$ cat config.mk
export PLATFORM = sky130hd
export DESIGN_NAME = daq_collector
export DESIGN_NICKNAME = d
export VERILOG_FILES = /design/src/rtl/daq_pkg.sv /design/src/rtl/daq_sync_fifo.sv /design/src/rtl/daq_collector.sv
export SDC_FILE = /design/constraint.sdc
export NUM_CORES = 2
export LEC_CHECK = 0
export BUFFER_PORTS_ARGS = -buffer_cell sky130_fd_sc_hd__buf_4
export CAP_MARGIN = 0
export CORE_UTILIZATION = 60
export CTS_BUF_LIST = sky130_fd_sc_hd__clkbuf_8 sky130_fd_sc_hd__clkbuf_16
export DETAILED_ROUTE_END_ITERATION = 12
export PLACE_DENSITY = 0.78
export SETUP_SLACK_MARGIN = 0.5
export SYNTH_ARGS = -nofsm -noshare
export SYNTH_HDL_FRONTEND = slang
export SYNTH_SLANG_ARGS = --single-unit
export TNS_END_PERCENT = 100
$ cat constraint.sdc
create_clock -name clk -period 5.8 [get_ports clk]
set_input_delay 0.58 -clock clk [delete_from_list [all_inputs] [get_ports clk]]
set_output_delay 0.58 -clock clk [all_outputs]
set_load 0.005 [all_outputs]
$ cat src/rtl/daq_pkg.sv
// Shared DAQ constants and the collector state encoding.
package daq_pkg;
   localparam int DAQ_W = 32;
   localparam logic [DAQ_W-1:0] DAQ_ABORT_WORD = 32'hFFFF_FFFF;

   typedef enum logic [1:0] {
      ST_IDLE  = 2'd0,
      ST_XFER  = 2'd1,
      ST_ABORT = 2'd2
   } daq_state_t;
endpackage

$ cat src/rtl/daq_sync_fifo.sv
// Single-clock FIFO with registered storage and combinational head read.
module daq_sync_fifo #(
   parameter int WIDTH = 33,
   parameter int DEPTH = 64
) (
   input  logic                     clk,
   input  logic                     rst,
   input  logic                     i_push,
   input  logic [WIDTH-1:0]         i_wdata,
   input  logic                     i_pop,
   output logic [WIDTH-1:0]         o_rdata,
   output logic                     o_full,
   output logic                     o_empty,
   output logic [$clog2(DEPTH):0]   o_count
);
   localparam int AW = $clog2(DEPTH);

   logic [WIDTH-1:0] r_mem [DEPTH];
   logic [AW-1:0]    r_wptr, r_rptr;
   logic [AW:0]      r_count;
   logic             w_pop;

   assign w_pop   = i_pop && !o_empty;
   assign o_empty = (r_count == '0);
   assign o_full  = (r_count == (AW+1)'(DEPTH));
   assign o_count = r_count;
   assign o_rdata = r_mem[r_rptr];

   // Storage is not reset; pointer reset alone discards the contents.
   always_ff @(posedge clk) begin
      if (i_push) r_mem[r_wptr] <= i_wdata;
   end

   always_ff @(posedge clk) begin
      if (rst) begin
         r_wptr  <= '0;
         r_rptr  <= '0;
         r_count <= '0;
      end else begin
         if (i_push) r_wptr <= r_wptr + AW'(1);
         if (w_pop)  r_rptr <= r_rptr + AW'(1);
         case ({i_push, w_pop})
            2'b10:   r_count <= r_count + (AW+1)'(1);
            2'b01:   r_count <= r_count - (AW+1)'(1);
            default: r_count <= r_count;
         endcase
      end
   end

   a_no_overflow: assert property (@(posedge clk) disable iff (rst) i_push |-> !o_full);
endmodule

$ cat src/rtl/daq_collector.sv
// Round-robin collector: grants one producer at a time and funnels its
// packet words (with end flag) into a FIFO for the downstream packetizer.
module daq_collector #(
   parameter int NSRC    = 4,
   parameter int DEPTH   = 64,
   parameter int MAXPKT  = 4,
   parameter int TIMEOUT = 16
) (
   input  logic                      clk,
   input  logic                      rst,
   input  logic [NSRC-1:0]           src_req,
   output logic [NSRC-1:0]           src_grant,
   input  logic [32*NSRC-1:0]        src_data,
   input  logic [NSRC-1:0]           src_valid,
   input  logic [NSRC-1:0]           src_end,
   output logic [31:0]               out_data,
   output logic                      out_end,
   output logic                      out_valid,
   input  logic                      out_ready,
   output logic [$clog2(DEPTH):0]    fill,
   output logic [15:0]               abort_cnt,
   input  logic                      enable
);
   import daq_pkg::*;

   localparam int SW = (NSRC > 1) ? $clog2(NSRC) : 1;
   localparam int CW = $clog2(MAXPKT+1);
   localparam int TW = $clog2(TIMEOUT+1);
   localparam int FW = $clog2(DEPTH)+1;

   daq_state_t                  r_state, w_state_nxt;
   logic [SW-1:0]               r_cur, r_rr, w_win;
   logic [TW-1:0]               r_timer;
   logic [CW-1:0]               r_wcnt;
   logic [NSRC-1:0]             r_grant;
   logic [15:0]                 r_abort;
   logic                        w_any, w_room, w_grant;
   logic                        w_word, w_last, w_forced, w_push;
   logic [DAQ_W:0]              w_push_data, w_rdata;
   logic                        w_fifo_full, w_fifo_empty;
   logic [NSRC-1:0][DAQ_W-1:0]  w_src_words;

   assign w_src_words = src_data;

   // Scan from the highest offset down so the nearest requester at/after rr wins.
   always_comb begin
      int            j;
      logic [SW-1:0] idx;
      w_win = r_rr;
      w_any = 1'b0;
      j     = 0;
      idx   = '0;
      for (int k = NSRC-1; k >= 0; k--) begin
         j = int'(r_rr) + k;
         if (j >= NSRC) j = j - NSRC;
         idx = SW'(j);
         if (src_req[idx]) begin
            w_win = idx;
            w_any = 1'b1;
         end
      end
   end

   // One slot beyond a full packet is kept free for a possible abort terminator.
   assign w_room  = !w_fifo_full && ((FW'(DEPTH) - fill) >= FW'(MAXPKT+1));
   assign w_grant = (r_state == ST_IDLE) && enable && w_any && w_room;

   assign w_word   = (r_state == ST_XFER) && src_valid[r_cur];
   assign w_last   = src_end[r_cur] || (r_wcnt == CW'(MAXPKT-1));
   assign w_forced = w_word && !src_end[r_cur] && (r_wcnt == CW'(MAXPKT-1));
   assign w_push   = w_word || ((r_state == ST_ABORT) && (r_wcnt != '0));
   assign w_push_data = (r_state == ST_ABORT) ? {1'b1, DAQ_ABORT_WORD}
                                              : {w_last, w_src_words[r_cur]};

   always_comb begin
      w_state_nxt = r_state;
      case (r_state)
         ST_IDLE:  if (w_grant) w_state_nxt = ST_XFER;
         ST_XFER: begin
            if (w_word) begin
               if (w_last) w_state_nxt = ST_IDLE;
            end else if (r_timer == TW'(1)) begin
               w_state_nxt = ST_ABORT;
            end
         end
         ST_ABORT: w_state_nxt = ST_IDLE;
         default:  w_state_nxt = ST_IDLE;
      endcase
   end

   always_ff @(posedge clk) begin
      if (rst) begin
         r_state <= ST_IDLE;
         r_cur   <= '0;
         r_rr    <= '0;
         r_timer <= '0;
         r_wcnt  <= '0;
         r_grant <= '0;
         r_abort <= '0;
      end else begin
         r_state <= w_state_nxt;
         r_grant <= '0;
         if (w_grant) begin
            r_grant[w_win] <= 1'b1;
            r_cur          <= w_win;
            r_rr           <= (w_win == SW'(NSRC-1)) ? '0 : w_win + SW'(1);
            r_timer        <= TW'(TIMEOUT);
            r_wcnt         <= '0;
         end
         if (r_state == ST_XFER) begin
            if (w_word) begin
               r_wcnt  <= r_wcnt + CW'(1);
               r_timer <= TW'(TIMEOUT);
            end else begin
               r_timer <= r_timer - TW'(1);
            end
         end
         if ((w_forced || r_state == ST_ABORT) && r_abort != 16'hFFFF)
            r_abort <= r_abort + 16'd1;
      end
   end

   assign src_grant = r_grant;
   assign abort_cnt = r_abort;
   assign out_valid = !w_fifo_empty;
   assign {out_end, out_data} = w_rdata;

   daq_sync_fifo #(.WIDTH(DAQ_W+1), .DEPTH(DEPTH)) u_fifo (
      .clk     (clk),
      .rst     (rst),
      .i_push  (w_push),
      .i_wdata (w_push_data),
      .i_pop   (out_ready),
      .o_rdata (w_rdata),
      .o_full  (w_fifo_full),
      .o_empty (w_fifo_empty),
      .o_count (fill)
   );
endmodule

After elaboration in Yosys (flattened, before gate mapping)
Memory sizes are Yosys's and may differ from the RTL's. A register that Yosys moved wholly into a read port is not among the register bits.
Index checks and enable logic that the tools add are counted.

storage, ports and cells
  bits in registers = 53
  bits in writable memories = 2112
  input bits = 144
  logic and storage cells = 122
  memories kept = 1

memory list
  name          words  width  rd ports  clocked after memory_dff  write ports  RTL line             source
  u_fifo.r_mem  64     33     1         1                         1            daq_sync_fifo.sv:18  logic [WIDTH-1:0] r_mem [DEPTH];

cells by class
  add/subtract/negate cells = 16
  magnitude comparators = 12
  eq/ne operators = 12
  multiplexer cells = 46
  bitwise gates (word level) = 1
  reductions and logical operators = 24

operators by type and width
  cell                   count
  $bmux 32 s2            1
  $mux 33                1
  $mux 32                1
  $mux 2                 13
  $lt 2x3->1 const B     6
  $add 16x1->16 const B  1
  $ne 16x16->1 const B   1
  $mux 5                 3
  $pmux 7 s2             1
  $mux 1                 13
  $add 6x1->6 const B    2
  $bmux 1 s2             6
  $mux 6                 2
  $logic_and 1x1->1      11
  $ge 3x3->1 const B     3
  $mux 3                 3
  $sub 2x1->2 const B    4
  $add 7x1->7 const B    1
  $eq 7x7->1 const B     1
  $ge 7x3->1 const B     1
  $logic_not 7->1        1
  $sub 7x1->7 const B    1
  $sub 7x7->7 const A    1
  $add 2x2->3 const B    2
  other kinds (23)       31

Depth between registers and ports, before layout
  word-level depth = 14
  gate-level depth with buffers = 13
  depth with buffers taken out = 12

Cells and area by module
From an unflattened synthesis, not the netlist that was laid out.

unflattened totals
  cells, all modules = 3959
  area, all modules = 84637.4 sq um

modules (own cells, without submodules)
  module         times used  cells each  area each (sq um)  sequential area each (sq um)
  daq_sync_fifo  1           3646        81642.1            63921.3
  daq_collector  1           313         2995.4             680.7

Worst setup path before layout
No wires, ideal clock.

  path kind = input to register
  start point = input src_valid[1]
  end point = memory u_fifo.r_mem[36][0] (enable)
  setup time = 0.464 ns
  arrival time = 3.634 ns
  path slack = 1.702 ns
  cell stages on the path = 5
  path buffers = 0
  cell sequence = mux4_2 -> a22oi_2 -> nor2b_1 -> nand2_1 -> nor3_1

on the way
  longest elaborated chain between the ends = 6

ends and longest elaborated chain
  item                          RTL line             source
  start: declaration            daq_collector.sv:14  input logic [NSRC-1:0] src_valid,
  $bmux 1 s2                    daq_collector.sv:68  assign w_word = (r_state == ST_XFER) && src_valid[r_cur];
  $mux 1 (implied by the code)  daq_collector.sv:68
  $logic_and 1x1->1             daq_collector.sv:68
  $logic_or 1x1->1              daq_collector.sv:71  assign w_push = w_word || ((r_state == ST_ABORT) && (r_wcnt != '0));
  $mux 1                        daq_sync_fifo.sv:31  if (i_push) r_mem[r_wptr] <= i_wdata;
  $mux 1 (implied by the code)  daq_sync_fifo.sv:31
  end: declaration              daq_sync_fifo.sv:18

Every way passes these cells. The select of a mux whose other input is x is not followed.

==> results by group <==
Clocking
  • TritonCTS buffer count: 198
  • H-tree depth: 4
  • Longest Clk Path Bufs: 3
  • TritonCTS sink count: 2171
  • Clock slew seen by the registers of the worst setup and hold paths: 60 ps
  • Clock latency on the worst-skew pair: 840 ps
  • Buffer cell driving the clock tree root: clkbuf_16
  • Number of setup buffers added after CTS: 0
  • TritonCTS clock tree: yes

Synth
  • Post-synthesis share of cell area spent on and, or, nand and nor gates: 2.409%
  • Post-synthesis compound-gate area fraction: 3.159%
  • Total of flip-flops plus latches after synthesis: 2171
  • Distinct cell type count after synthesis: 68
  • Combinational family with the most area after synthesis: multiplexers
  • Cell taking the most area after synthesis: edfxtp_1
  • Post-Synthesis Net Count: 4053
  • Mean instance size in the synthesized netlist: 21.64 sq um
  • Adder and majority gate portion of the synthesized area: 0.3212%
  • Synthesized cell area: 84130 sq um
  • Ys flop type: edfxtp_1
  • Count of flip-flops with a built-in enable after synthesis: 2112
  • Multiplexer share of the synthesized area: 15.90%
  • Synth async-reset ratio: 0%
  • Warning count from the yosys run: 0
  • Most area-consuming cells after synthesis: edfxtp_1 (75%), mux4_2 (15%), dfxtp_1 (1.4%), mux2i_1 (1.1%), a221oi_1 (0.59%)
  • Instance count of the mapped netlist: 3888
  • Post-Synth XOR/XNOR Area: 0.1562%
  • Register area share after synthesis: 76.79%
  • Synth top area share: 75.38%

Critical path
  • Endpoint type of the worst setup path: output port
  • Slowest cell on the critical path: a221oi_1
  • Flop-to-flop setup slack: 2100 ps
  • R2r startpoint: r_state[0]
  • Worst reg2reg path depth: 6
  • Data required, critical path: 5220 ps
  • Startpoint types: flop
  • Data arrival, critical path: 4670 ps
  • Maximum fanout count along the critical path: 37
  • Cell breakdown of the critical path: and2_2, a221oi_1, a221oi_1, buf_4, buf_4
  • Maximum single-stage delay on the critical path: 1070 ps
  • Endpoint of the worst register-to-register path: u_fifo.r_mem[19][28]
  • Critical Setup Path Class: reg2out

Drt
  • Pre-antenna DRT Iters: 6
  • Final wirelength: 222500 um
  • Vias: 44470
  • Detailed router's first-iteration violation count: 6884
  • Via density: 7.087
  • Per-cell routed wire length: 35.46 um
  • Number of nets still failing antenna checks after routing: 0
  • Number of DRC violations after detailed routing: 0

Pwr
  • Static leakage: 30.07 nW
  • Worst voltage drop across the vdd grid: 390.8 uV
  • Total Power Consumption: 35.90 mW
  • Pwr Density: 376.9 nW/um^2

Cells and area
  • Multi-input combinational cell area: 18970 sq um
  • Net count reported at finish: 4396
  • Highest-count cells in the layout ignoring fill and taps: edfxtp_1 (2112), mux4_2 (551), buf_4 (345)
  • Area growth syn-to-layout: 13.23%
  • Area used by sequential logic in the layout: 64620 sq um
  • Number of fillers in the final layout: 8188
  • Ratio of cells with drive above 1 in the final layout: 29.91%
  • Most common cell after layout, fill and taps aside: edfxtp_1
  • Final instance area: 95260 sq um

Die
  • Floorplan Core Area: 139400 sq um
  • Die Outline Area: 141700 sq um
  • Die X: 376.5 um
  • Starting density of the core: 60.37%
  • Floorplan die height: 376.5 um
  • Num rows: 137
  • Ports: 205

Hold path
  • Worst Min Path Start: rst
  • Endpoint with the worst hold slack: r_rr[1]
  • Hold Crit Class: in2reg
  • Hold Crit Depth: 2

STA
  • Max_slew headroom: 9.507%
  • Share of the cycle needed by the critical path after routing: 90.48%
  • Accumulated negative setup slack: 0 ps
  • Total of endpoints with negative setup slack in the final report: 0
  • Fmax: 0.1906 GHz
  • Clock tree skew after final layout: 25.50 ps
  • Total count of max-transition violations in the final report: 0
  • Post-layout minimum cycle time: 5248 ps
  • RSZ-0062 raised after global routing: no
  • Hold Vio Cnt, Final: 0
  • Slew of the pin with the lowest slew margin: 1357 ps

Global routing
  • Global-route wire length before repair: 315300 um
  • Antenna violations before repair: 4
  • GRT Total Usage: 31.75%
  • Final global-route overflow total: 0
  • Vias in the first global route: 44725
  • Maximum number of pins on one net before global-route repair: 84

Placement
  • DP HPWL: 124700 um
  • Placement Cell Area: 88910 sq um
  • Port-buffer cells: 204
  • Routability congestion estimate: 0.8740

Flow run
  • Max-cap violations: 0

Run status
  • Status: complete, no violations
==> metal layers <==
layer | global-route usage [%] | up-vias | wire length (um)
met5 | 0 | - | 46
met4 | 13.52 | 6 | 9721
met3 | 7.535 | 582 | 28020
met2 | 50.24 | 3685 | 107300
met1 | 42.87 | 23044 | 77380
li1 | - | 17153 | -
==> report_power, final <==
group / internal, mW / total, mW / switching, mW / leakage (nW)
clock network: 7.12 / 12.8 / 5.68 / 3.26
registers: 17.8 / 17.9 / 0.124 / 19.5
logic: 2.21 / 5.18 / 2.97 / 7.34
==> critical path, delay by kind of cell (launching register included) <==
kind | cells | cell delay (ps)
AO/OA/AOI/OAI | 2 | 1460
AND/OR/NAND/NOR | 1 | 1020
flip-flops | 1 | 930
buffers and inverters | 2 | 390
==> what timing repair did <==
action / in CTS / in global routing
resized for setup: 0 / 1
endpoints found under the setup margin: 0 / 3
hold buffers: 0 / 0
==> sequential cells by signal, indices dropped and copies added (netlist names), 3 cells and up, named ones only <==
register,count
u_fifo.r_mem,2112
abort_cnt,16
u_fifo.o_count,7
u_fifo.r_rptr,6
u_fifo.r_wptr,6
r_timer,5
src_grant,4
r_wcnt,3
==> worst max path at each step <==
stage                 startpoint             endpoint  slack [ps]  cells after the start
global route                flop         out_data[22]         550                      8
finish                      flop         out_data[26]         550                      5
floorplan           src_valid[1]  u_fifo.r_mem[36][0]        1700                      5
global placement            flop         out_data[17]        1500                      5
CTS                         flop          out_data[7]         550                      6
detailed placement          flop          out_data[7]        1470                      6
==> final cells by class <==
cell class	instances	share of cell area (%)
Inverter	22	0.09326
Tap cell	1876	2.464
Clock inverter	158	1.212
Antenna cell	2	0.005254
Timing Repair Buffer	362	3.063
Multi-Input combinational cell	1476	19.91
Clock buffer	208	5.417
Sequential cell	2171	67.83
==> Yosys cell counts, types with 3 or more instances <==
master	n
nor2b_1	27
and3_1	5
a2111oi_0	6
a22oi_1	4
clkbuf_1	108
o21ai_0	23
xnor2_1	4
a22o_1	44
nand3_1	18
o22ai_1	57
or2_2	36
o21a_1	3
a221oi_1	57
nand4_1	7
ha_1	20
nor3_1	29
dfxtp_1	59
nand2b_1	12
nor2_1	131
and2_1	11
buf_1	23
inv_1	19
buf_2	68
nor4b_1	3
a21o_1	4
edfxtp_1	2112
xor2_1	11
nand3b_1	8
buf_4	17
a211oi_1	13
nand2_1	91
mux2i_1	94
and4_1	3
a21oi_1	93
o31ai_1	3
o221ai_1	28
or3_1	16
or3b_2	6
mux4_2	551
a31oi_1	26
==> logic make-up (layout without fill, tap and decap cells) <==
group | Yosys count | after routing
DFF | 2171 | 2171
muxes | 647 | 647
and+or+nand+nor | 413 | 413
AOI/OAI and AO/OA | 380 | 380
buffers and inverters | 241 | 750
adders and majority gates | 21 | 21
xor gates and xnor gates | 15 | 15
other | 0 | 2
==> metrics by stage <==
stage | util, % | worst slack [ps] | std cells | hold slack [ps]
6_report | 68.35 | 552.0 | 6275 | 275.7
5_1_grt | 68.35 | 553.6 | 6273 | 261.3
4_1_cts | 68.33 | 547.9 | 6271 | 216.2
3_5_place_dp | 63.80 | 1465 | 5905 | 482.0
3_3_place_gp | 63.80 | 1500 | 5905 | 472.8
2_1_floorplan | - | 1702 | 3888 | 452.7
Power figures use the tool's default switching activity.
